$ cat src/rtl/mux_n_arb.sv
// N-channel valid/ready stream multiplexer with explicit-select or round-robin grant and one registered output stage.
// Optional packet lock (hold the grant until in_last) is enabled by defining MUX_N_ARB_PKT_LOCK_EN.
module mux_n_arb #(
  parameter int N_CH  = 4,
  parameter int DW    = 8,
  parameter int SEL_W = 2
) (
  input  logic               clk,
  input  logic               rst,
  input  logic               mode,
  input  logic [SEL_W-1:0]   sel,
  input  logic [N_CH-1:0]    in_valid,
  input  logic [N_CH*DW-1:0] in_data,
  output logic [N_CH-1:0]    in_ready,
  output logic               out_valid,
  output logic [DW-1:0]      out_data,
  output logic [SEL_W-1:0]   out_ch,
  input  logic               out_ready
`ifdef MUX_N_ARB_PKT_LOCK_EN
  ,
  input  logic [N_CH-1:0]    in_last,
  output logic               out_last
`endif
);

  logic [SEL_W-1:0] last_grant;
  logic             grant_any;
  logic [SEL_W-1:0] grant_idx;
  logic [N_CH-1:0]  grant_vec;
  logic             load_en;
  logic             xfer;
  logic [DW-1:0]    sel_data;

`ifdef MUX_N_ARB_PKT_LOCK_EN
  typedef enum logic {
    LK_FREE,
    LK_HELD
  } lock_state_e;

  lock_state_e      lock_state;
  logic [SEL_W-1:0] lock_ch;
  logic             sel_last;
`endif

  // The output slot can take a new beat when empty or when it is being drained this cycle.
  assign load_en = ~out_valid | out_ready;

  // NOTE: every variable written in always_comb gets a default at the top, so no path leaves it unassigned and no latch is inferred.
  always_comb begin : grant_logic
    int cand;
    cand      = 0;
    grant_any = 1'b0;
    grant_idx = '0;
    if (!mode) begin
      for (int i = 0; i < N_CH; i++) begin
        if (sel == SEL_W'(i) && in_valid[i]) begin
          grant_any = 1'b1;
          grant_idx = SEL_W'(i);
        end
      end
    end
`ifdef MUX_N_ARB_PKT_LOCK_EN
    else if (lock_state == LK_HELD) begin
      for (int i = 0; i < N_CH; i++) begin
        if (lock_ch == SEL_W'(i) && in_valid[i]) begin
          grant_any = 1'b1;
          grant_idx = SEL_W'(i);
        end
      end
    end
`endif
    else begin
      // Search starts just after the previous winner and wraps, so the first hit is the fairest.
      for (int off = 1; off <= N_CH; off++) begin
        cand = (int'(last_grant) + off) % N_CH;
        if (!grant_any && in_valid[cand]) begin
          grant_any = 1'b1;
          grant_idx = SEL_W'(cand);
        end
      end
    end
  end

  assign grant_vec = grant_any ? (N_CH'(1) << grant_idx) : '0;
  assign xfer      = grant_any & load_en & ~rst;
  assign in_ready  = xfer ? grant_vec : '0;

  always_comb begin
    sel_data = '0;
`ifdef MUX_N_ARB_PKT_LOCK_EN
    sel_last = 1'b0;
`endif
    for (int i = 0; i < N_CH; i++) begin
      if (grant_idx == SEL_W'(i)) begin
        sel_data = in_data[i*DW +: DW];
`ifdef MUX_N_ARB_PKT_LOCK_EN
        sel_last = in_last[i];
`endif
      end
    end
  end

  // NOTE: sequential state uses non-blocking assignments only, so every register samples pre-edge values regardless of statement order.
  always_ff @(posedge clk) begin
    if (rst) begin
      out_valid  <= 1'b0;
      out_data   <= '0;
      out_ch     <= '0;
      last_grant <= SEL_W'(N_CH - 1);
`ifdef MUX_N_ARB_PKT_LOCK_EN
      out_last   <= 1'b0;
      lock_state <= LK_FREE;
      lock_ch    <= '0;
`endif
    end else if (xfer) begin
      out_valid <= 1'b1;
      out_data  <= sel_data;
      out_ch    <= grant_idx;
`ifdef MUX_N_ARB_PKT_LOCK_EN
      out_last  <= sel_last;
`endif
      if (mode) begin
        last_grant <= grant_idx;
`ifdef MUX_N_ARB_PKT_LOCK_EN
        if (sel_last) begin
          lock_state <= LK_FREE;
        end else begin
          lock_state <= LK_HELD;
          lock_ch    <= grant_idx;
        end
`endif
      end
    end else if (out_ready) begin
      // Drained with nothing to replace it: data and channel keep their last value.
      out_valid <= 1'b0;
    end
  end

`ifndef SYNTHESIS
  a_ready_onehot : assert property (@(posedge clk) $onehot0(in_ready));

  a_hold_stable : assert property (@(posedge clk) disable iff (rst)
    (out_valid && !out_ready) |=> ($stable(out_data) && $stable(out_ch)));
`endif

endmodule

$ cat config.mk
export PLATFORM = sky130hd
export DESIGN_NAME = mux_n_arb
export DESIGN_NICKNAME = d
export VERILOG_FILES = /design/src/rtl/mux_n_arb.sv
export SDC_FILE = /design/constraint.sdc
export NUM_CORES = 1
export LEC_CHECK = 0
export BUFFER_PORTS_ARGS = -buffer_cell sky130_fd_sc_hd__buf_2
export CAP_MARGIN = 20
export CORE_MARGIN = 2
export CORE_UTILIZATION = 37
export DETAILED_ROUTE_END_ITERATION = 7
export GPL_TIMING_DRIVEN = 0
export HOLD_SLACK_MARGIN = 0.15
export PLACE_DENSITY_LB_ADDON = 0.15
export SLEW_MARGIN = 10
export SYNTH_ARGS = -nofsm -noshare
export SYNTH_HDL_FRONTEND = slang
export SYNTH_SLANG_ARGS = --single-unit
export TNS_END_PERCENT = 50
$ cat constraint.sdc
create_clock -name clk -period 1.8 [get_ports clk]
set_input_delay 0.09 -clock clk [delete_from_list [all_inputs] [get_ports clk]]
set_output_delay 0.09 -clock clk [all_outputs]
set_load 0.03 [all_outputs]
== Word level (Yosys, flattened, before mapping) ==
Cells that the tools add are included.
Word-level totals
  bits of input ports: 42
  logic and storage cells: 86
  output and inout port bits: 15
  flip-flop bits (word level): 13
Cells by class
  bitwise logic cells: 9
  $lt $le $gt $ge: 4
  reduce and logical (&&, ||, !) cells: 18
  shift operators: 1
  mux-type cells: 40
  $add $sub $neg: 4
  eq/ne operators: 6
Operators with widths (count)
  $mux 8: 4
  $mux 1: 23
  $lt 3x4->1 const B: 4
  $mux 2: 7
  $bmux 1 s2: 4
  $eq 2x2->1 const B: 4
  $mux 4: 2
  $reduce_or 2->1: 4
  $logic_and 1x1->1: 7
  $add 2x1->2 const B: 2
  $add 2x2->2 const B: 2
  $and 1x1->1 const A: 4
  $eq 2x1->1 const B: 2
  $logic_not 2->1: 2
  $shl 1x2->4 const A: 1
  $logic_not 1->1: 3
  $and 1x1->1: 2
  $not 1->1: 2
  $reduce_and 2->1: 1
  $reduce_bool 2->1: 1
  $or 1x1->1: 1

== Depth between registers and ports, before layout ==
Gate-level depths: netlist of the first run.
  depth after elaboration: 25
  depth in mapped cells: 7
  mapped depth without buffers: 5

== Worst setup path before layout of the first run ==
No wires, ideal clock.
  path type: register to register
  from: reg last_grant[1]
  to: reg out_data[5]
  stages on the path, launching flop included: 7
  library setup time: 0.122 ns
  path slack: -0.194 ns
  data required time: 1.678 ns
  period minus slack after synthesis: 1.994 ns
  path buffers: 1
  arrival: 1.872 ns
  cells stage by stage: dfxtp_1 inv_2 or3_1 a41oi_2 buf_6 mux2_2 a221o_1
Between the ends
  word-level cells in the longest chain between the ends: 23
  elaborated cells on any way between the ends: 45
  classes of those cells: 4 x add/sub; 3 x eq/ne; 29 x mux; 2 x bitwise; 7 x reduce/logical
RTL lines
  from (decl): line 26  | logic [SEL_W-1:0] last_grant;
  from (signal assigned): line 109  | last_grant <= SEL_W'(N_CH - 1);
  from (signal assigned): line 123  | last_grant <= grant_idx;
  $add 2x1->2: line 75  | cand = (int'(last_grant) + off) % N_CH;
  $bmux 1 s2: line 76  | if (!grant_any && in_valid[cand]) begin
  $mux 1 (not written as such) (2 in series): line 76
  $mux 1: line 76
  $mux 1: line 54  | if (!mode) begin
  $logic_not 1->1: line 76
  $logic_and 1x1->1: line 76
  $mux 1: line 76
  [... 3 more ...]
  $mux 1: line 76
  $mux 1: line 54
  $logic_not 1->1: line 76
  $logic_and 1x1->1: line 76
  $mux 2: line 76
  $mux 2: line 54
  $logic_not 2->1: line 94  | if (grant_idx == SEL_W'(i)) begin
  $mux 8 (4 in series): line 94
  to (signal assigned): line 117  | out_data <= sel_data;
  to (decl): line 16  | output logic [DW-1:0] out_data,
Several ways; a longest one is shown, not always the timed one. The select of a mux whose other input is x is not followed.
A chain may end at the register's enable or synchronous reset.

== Final worst setup path of the first run ==
  from: reg last_grant[1]
  to: reg out_data[6]
The elaborated chain is that of the path after synthesis.

==> flow_metrics.py, run 1 <==
metrics = {
    "sta": {
        "slew_viol_final": 0,
        "post-route-period-util": 1.07,
        "finalHoldViolCount": 0,
        "finalClockSkew_ns": 0.00629,
        "fin_tns_setup_ns": -0.879,
        "rsz0062_at_grt": "yes",
        "tightest_slew_ns": 0.459,
        "fmax_mhz": 520,
        "worst_slack_ns": -0.122,
        "min_period_ns": 1.92,
        "maxSlewHeadroom": 0.694,
        "finalSetupViolCount": 12,
    },
    "logic_synthesis": {
        "yosys_warnings": 0,
        "synth_top_area_frac": 0.291,
        "synth_area_leaders": "dfxtp_1, mux2i_1, mux2_2, a21oi_1, nor2_1",
        "ys_types": 31,
        "synthesis.nets": 142,
        "synth_seq_cells": 13,
        "syn_inst": 100,
        "syn_avg_cell_area_sq_um": 8.95,
        "syn_area_sq_um": 895,
        "synth_largest_area_cell": "dfxtp_1",
        "yosysSeqAreaShare": 0.291,
    },
    "global_routing": {
        "grt_pass1_wl_microns": 4790,
        "grt_overflow": 0,
        "grt_pass1_vias": 1122,
        "antenna_found_initial": 0,
        "grt_use_total": 0.237,
        "grt_max_degree": 11,
    },
    "finish": {
        "fin_area_sq_mm": 0.00152,
        "drive_above_1_share": 0.511,
        "num_antenna_cells": 0,
        "post-route-util": 0.674,
        "seq_area_sq_um": 264,
        "fillers": 207,
        "multi_input_area_sq_um": 656,
        "nNetsFinal": 221,
        "area_growth_pct": 69.8,
    },
    "die": {
        "initial_utilization": 0.397,
        "core-area_sq_mm": 0.00225,
        "die-area_sq_mm": 0.00283,
        "die_y_microns": 53.2,
        "io_pins": 57,
        "placementRows": 17,
        "die_w_microns": 53.2,
    },
    "worst_setup_path": {
        "reg2reg_slack_ns": -0.12,
        "crit_chain": "inv_2, or3_1, a41oi_2, buf_6, buf_12, mux2_4, a221o_1",
        "cpMaxStageDelayCell": "dfxtp_4",
        "slowest_delay_ns": 0.38,
        "cp_data_arrival_time_ns": 2.10,
        "start_kind": "register",
        "critPathKind": "register to register",
        "cp.required_ns": 1.98,
        "cp-end-kind": "register",
        "cp_max_fo": 7,
    },
    "hold_path": {
        "hold_class": "input pin to register",
    },
    "drt": {
        "routed_wirelength_microns": 2960,
        "drc": 0,
        "wire_per_inst_microns": 14.4,
        "vias": 1116,
        "ant_nets": 0,
        "first_iter_violations": 11,
        "viasPerCell": 5.42,
        "drtPass1Iterations": 5,
    },
    "placed_design": {
        "port_buffers": 55,
        "place_congestion": 0.798,
        "place_ws_ns": -0.293,
        "hpwl_microns": 2110,
        "place_area_sq_mm": 0.00124,
    },
    "pwr": {
        "power.density_mw_per_mm2": 683,
        "p_leak_nw": 0.792,
        "vdd.ir_drop.worst_v": 0.000572,
        "clockPowerShare": 0.178,
        "pwr-share-comb": 0.482,
        "switchingPower_mw": 0.384,
        "pwr-share-seq": 0.340,
        "p_int_mw": 0.654,
        "p_sw_frac": 0.370,
    },
    "clock_network": {
        "cts_made_buffers": 3,
        "max-clock-path-buffers": 2,
        "htreeDepth": 1,
        "clk_pin_slew_worst_paths_ns": 0.08,
        "cts_root_buf": "clkbuf_4",
        "clkSinkCount": 13,
        "cts_tree": "yes",
        "clk_latency_ns": 0.28,
    },
    "run": {
        "maxCapViolCount": 0,
    },
    "run_status": {
        "status": "finished, violations left",
        "violations": "setup timing",
    },
}
## layout by cell type, fill, tap and decap left out, types with 2 or more instances in the layout
master         synthesis  final
buf_2                  0     51
mux2i_1               13     13
dfxtp_1               13     12
dlygate4sd3_1          0     10
buf_4                  0      9
a21oi_1                8      8
nand2_1                6      5
nor2_1                10      5
buf_6                  1      5
mux2_4                 0      5
a221oi_1               4      4
clkbuf_1               3      3
nor2b_1                3      3
o211ai_1               3      3
nor2_2                 0      3
and3_1                 4      3
a221o_1                3      3
clkbuf_4               0      3
nand2b_1               3      2
o21ai_0                3      2
inv_1                  2      2
buf_12                 1      2
nor2_4                 0      2
## state kept, by name (all words and copies together) (netlist names)
name and cells:
out_ch 2, out_valid 1, last_grant 2, out_data 8
## cells in the mapped netlist
cell type,instances
dfxtp_1,13
mux2i_1,13
nor2_1,10
a21oi_1,8
mux2_2,6
nand2_1,6
a221oi_1,4
and3_1,4
a221o_1,3
clkbuf_1,3
nand2b_1,3
nor2b_1,3
o211ai_1,3
o21ai_0,3
inv_1,2
a21bo_2,1
a21o_1,1
a221oi_2,1
a311o_1,1
a311oi_1,1
a41oi_2,1
buf_12,1
buf_6,1
inv_2,1
nand3_1,1
nand3b_1,1
nor3_1,1
nor3b_1,1
o32a_1,1
o32ai_1,1
or3_1,1
## metal layers
layer | up-vias | wire [microns] | GRT usage
li1 | 540 | - | -
met1 | 531 | 1120 | 0.252
met2 | 41 | 1670 | 0.450
met3 | 4 | 150 | 0.0480
met4 | 0 | 23 | 0.0897
met5 | - | 0 | 0
## final cells by class
class	count	share of cell area
inverters	3	0.00741
plain buffers	5	0.0329
repair buffers	74	0.314
clock buffers	4	0.0173
well taps	28	0.0231
multi-input cells	79	0.432
flip-flops and latches	13	0.174
## critical path: cells and delay by family (launching register included)
family / cells / cell delay (ns)
DFF: 1 / 0.38
muxes: 1 / 0.29
and+or+nand+nor: 1 / 0.31
AOI/OAI and AO/OA: 2 / 0.52
buffers and inverters: 3 / 0.31
## kinds of logic (layout without fill, tap and decap cells)
| family | Yosys count | after routing | share of synthesized area |
|---|---|---|---|
| AND/OR/NAND/NOR | 31 | 31 | 0.172 |
| AO/OA/AOI/OAI | 29 | 29 | 0.256 |
| multiplexers | 19 | 19 | 0.221 |
| flip-flops | 13 | 13 | 0.291 |
| buffers and inverters | 8 | 86 | 0.0601 |
## what timing repair did
item,4_1_cts,5_1_grt
buffers inserted,7,2
hold endpoints to repair,5,0
setup endpoints to repair,13,13
gates resized for setup,18,7
pin swaps,3,3
hold buffers,10,0
## path summary, 6_finish.rpt
path,from,end,cells after the start
worst max-delay path,last_grant[1]$_SDFFE_PP1P_,out_data[6]$_SDFFE_PP0P_,7
worst max register to register,last_grant[1]$_SDFFE_PP1P_,out_data[6]$_SDFFE_PP0P_,7
worst min-delay path,in_data[30],out_data[6]$_SDFFE_PP0P_,3
worst min register to register,out_ch[0]$_SDFFE_PP0P_,out_ch[0]$_SDFFE_PP0P_,2
## power by group through the flow
stage / registers, mW / clock network [mW] / logic [mW]
3_5_place_dp: 0.359 / 0 / 0.418
4_1_cts: 0.352 / 0.193 / 0.485
3_3_place_gp: 0.358 / 0 / 0.405
2_1_floorplan: 0.434 / 0 / 0.210
5_1_grt: 0.359 / 0.207 / 0.538
6_report: 0.353 / 0.184 / 0.500
## stage by stage
stage          cells  power (mW)  hold slack, ns
2_1_floorplan    100       0.644           0.169
3_3_place_gp     183       0.763           0.310
3_5_place_dp     183       0.777           0.321
4_1_cts          204        1.03           0.151
5_1_grt          206        1.10           0.167
6_report         206        1.04           0.156
Note: power is estimated with default switching activity, not from simulation.
==> inputs of run 2 (changes only) <==
==> constraint.sdc (replaced) <==
create_clock -name clk -period 1.8 [get_ports clk]
set_input_delay 0.54 -clock clk [delete_from_list [all_inputs] [get_ports clk]]
set_output_delay 0.54 -clock clk [all_outputs]
set_load 0.03 [all_outputs]
==> flow_metrics.py, run 2 (synthesis gave the netlist of run 1 again) <==
metrics = {
    "global_routing": {
        "grt_use_total": 0.200,
        "grt_pass1_vias": 972,
        "gr-usage-met2": 0.379,
        "grt_util_met3": 0.0339,
        "grt_max_degree": 11,
        "grtUsageMet1": 0.230,
        "antenna_found_initial": 0,
        "grt_busiest_layer": "met2",
        "grt_overflow": 0,
        "grt_pass1_wl_microns": 4150,
    },
    "die": {
        "io_pins": 57,
        "die_y_microns": 53.2,
        "die-area_sq_mm": 0.00283,
        "initial_utilization": 0.397,
        "placementRows": 17,
        "core-area_sq_mm": 0.00225,
        "die_w_microns": 53.2,
    },
    "clock_network": {
        "cts_tree": "yes",
        "max-clock-path-buffers": 2,
        "clkSinkCount": 13,
        "cts_root_buf": "clkbuf_4",
        "cts_made_buffers": 3,
        "hold_buffers": 0,
        "htreeDepth": 1,
        "clk_pin_slew_worst_paths_ns": 0.08,
        "clk_latency_ns": 0.27,
    },
    "drt": {
        "vias": 1084,
        "ant_nets": 0,
        "viasPerCell": 5.37,
        "wire_per_inst_microns": 13.8,
        "drtPass1Iterations": 4,
        "routed_wirelength_microns": 2790,
        "first_iter_violations": 17,
        "drc": 0,
    },
    "sta": {
        "finalSetupViolCount": 12,
        "fin_hold_ws_ns": 0.483,
        "worst_slack_ns": -0.539,
        "tightest_slew_ns": 0.433,
        "post-route-period-util": 1.30,
        "fmax_mhz": 428,
        "min_period_ns": 2.34,
        "finalHoldViolCount": 0,
        "finalClockSkew_ns": 0.00494,
        "maxSlewHeadroom": 0.711,
        "rsz0062_at_grt": "yes",
        "fin_tns_setup_ns": -3.03,
        "slew_viol_final": 0,
    },
    "worst_setup_path": {
        "critPathKind": "input pin to output port",
        "cp.required_ns": 1.26,
        "path_buf_inv": 5,
        "cp_max_fo": 4,
        "start_kind": "input pin",
        "critical_path_depth": 9,
        "rr_endpoint": "out_data[5]$_SDFFE_PP0P_",
        "r2r-start": "last_grant[1]$_SDFFE_PP1P_",
        "crit_top_cell": "buf_6",
        "cp_data_arrival_time_ns": 1.80,
        "reg2reg_slack_ns": -0.21,
        "cpMaxStageDelayCell": "or3_4",
        "slowest_delay_ns": 0.37,
        "ff2ff_path_depth": 8,
        "crit_path_end": "in_ready[3]",
        "cp-startpoint": "in_valid[0]",
        "crit_chain": "buf_8, inv_4, or3_4, a41oi_2, buf_6, buf_12, nand2b_4, nor2_4, buf_6",
        "cp-end-kind": "output port",
        "critPathTopFamily": "simple AND/OR/NAND/NOR gates",
    },
    "finish": {
        "num_antenna_cells": 0,
        "drive_above_1_share": 0.615,
        "largest_register_ffs": 8,
        "largest-register": "out_data",
        "biggestRegsByFlops": "out_data: 8 flops, last_grant: 2 flops, out_ch: 2 flops",
        "mostFrequentLayoutCell": "buf_2",
        "fin_cells": 202,
        "post-route-util": 0.694,
        "fin_area_sq_mm": 0.00157,
        "area_growth_pct": 75.0,
        "layout_common_cells": "buf_2, buf_4, mux2i_1",
        "nNetsFinal": 217,
    },
    "placed_design": {
        "place_area_sq_mm": 0.00127,
        "hpwl_microns": 1920,
        "place_congestion": 0.900,
        "port_buffers": 55,
        "place_ws_ns": -0.782,
        "dpl.cell_count": 183,
    },
    "run_status": {
        "status": "finished, violations left",
        "violations": "setup timing",
    },
    "pwr": {
        "p_leak_nw": 0.789,
        "power.density_mw_per_mm2": 678,
        "power_mw": 1.06,
        "vdd.ir_drop.worst_v": 0.000533,
    },
    "run": {
        "maxCapViolCount": 0,
    },
    "hold_path": {
        "hold_class": "input pin to register",
    },
}
[run 2: changes by cell type in the layout (fill, tap and decap cells not counted), sizes merged]
cell and change:
buf +5, clkbuf +1, dlygate4sd3 -10
[run 2: layer usage]
| layer | part of all wire | up-vias |
|---|---|---|
| li1 | - | 533 |
| met1 | 0.43 | 517 |
| met5 | 0 | - |
| met4 | 0.0047 | 0 |
| met2 | 0.52 | 32 |
| met3 | 0.049 | 2 |
[run 2: cell type report]
class / instances / area (sq um)
buffer: 5 / 67.6
clock buffer: 4 / 26.3
fill: 192 / 689
inverter: 3 / 13.8
multi-input combinational: 79 / 719
sequential: 13 / 264
tap: 28 / 35.0
timing repair buffer: 70 / 439
[run 2: worst min-delay path by stage]
| stage | slack [ns] | start | end | cells past startpoint |
|---|---|---|---|---|
| 2_1_floorplan | 0.49 | last_grant[0]$_SDFFE_PP1P_ | last_grant[0]$_SDFFE_PP1P_ | 2 |
| 3_3_place_gp | 0.48 | out_ch[0]$_SDFFE_PP0P_ | out_ch[0]$_SDFFE_PP0P_ | 2 |
| 3_5_place_dp | 0.48 | out_ch[0]$_SDFFE_PP0P_ | out_ch[0]$_SDFFE_PP0P_ | 2 |
| 4_1_cts | 0.48 | rst | out_ch[0]$_SDFFE_PP0P_ | 2 |
| 5_1_grt | 0.49 | rst | out_ch[0]$_SDFFE_PP0P_ | 2 |
| 6_report | 0.48 | rst | out_ch[0]$_SDFFE_PP0P_ | 2 |
[run 2: repair_timing]
action                     4_1_cts  5_1_grt
setup endpoints to repair       13       13
pin swaps                        7        7
gates cloned                     0        0
gates resized for setup         29       13
buffers inserted                11        4
[run 2: power by group]
group          switching (mW)  total (mW)  internal [mW]
combinational           0.277       0.530          0.253
clock                  0.0945       0.180         0.0857
sequential             0.0216       0.351          0.330
total                   0.393        1.06          0.668
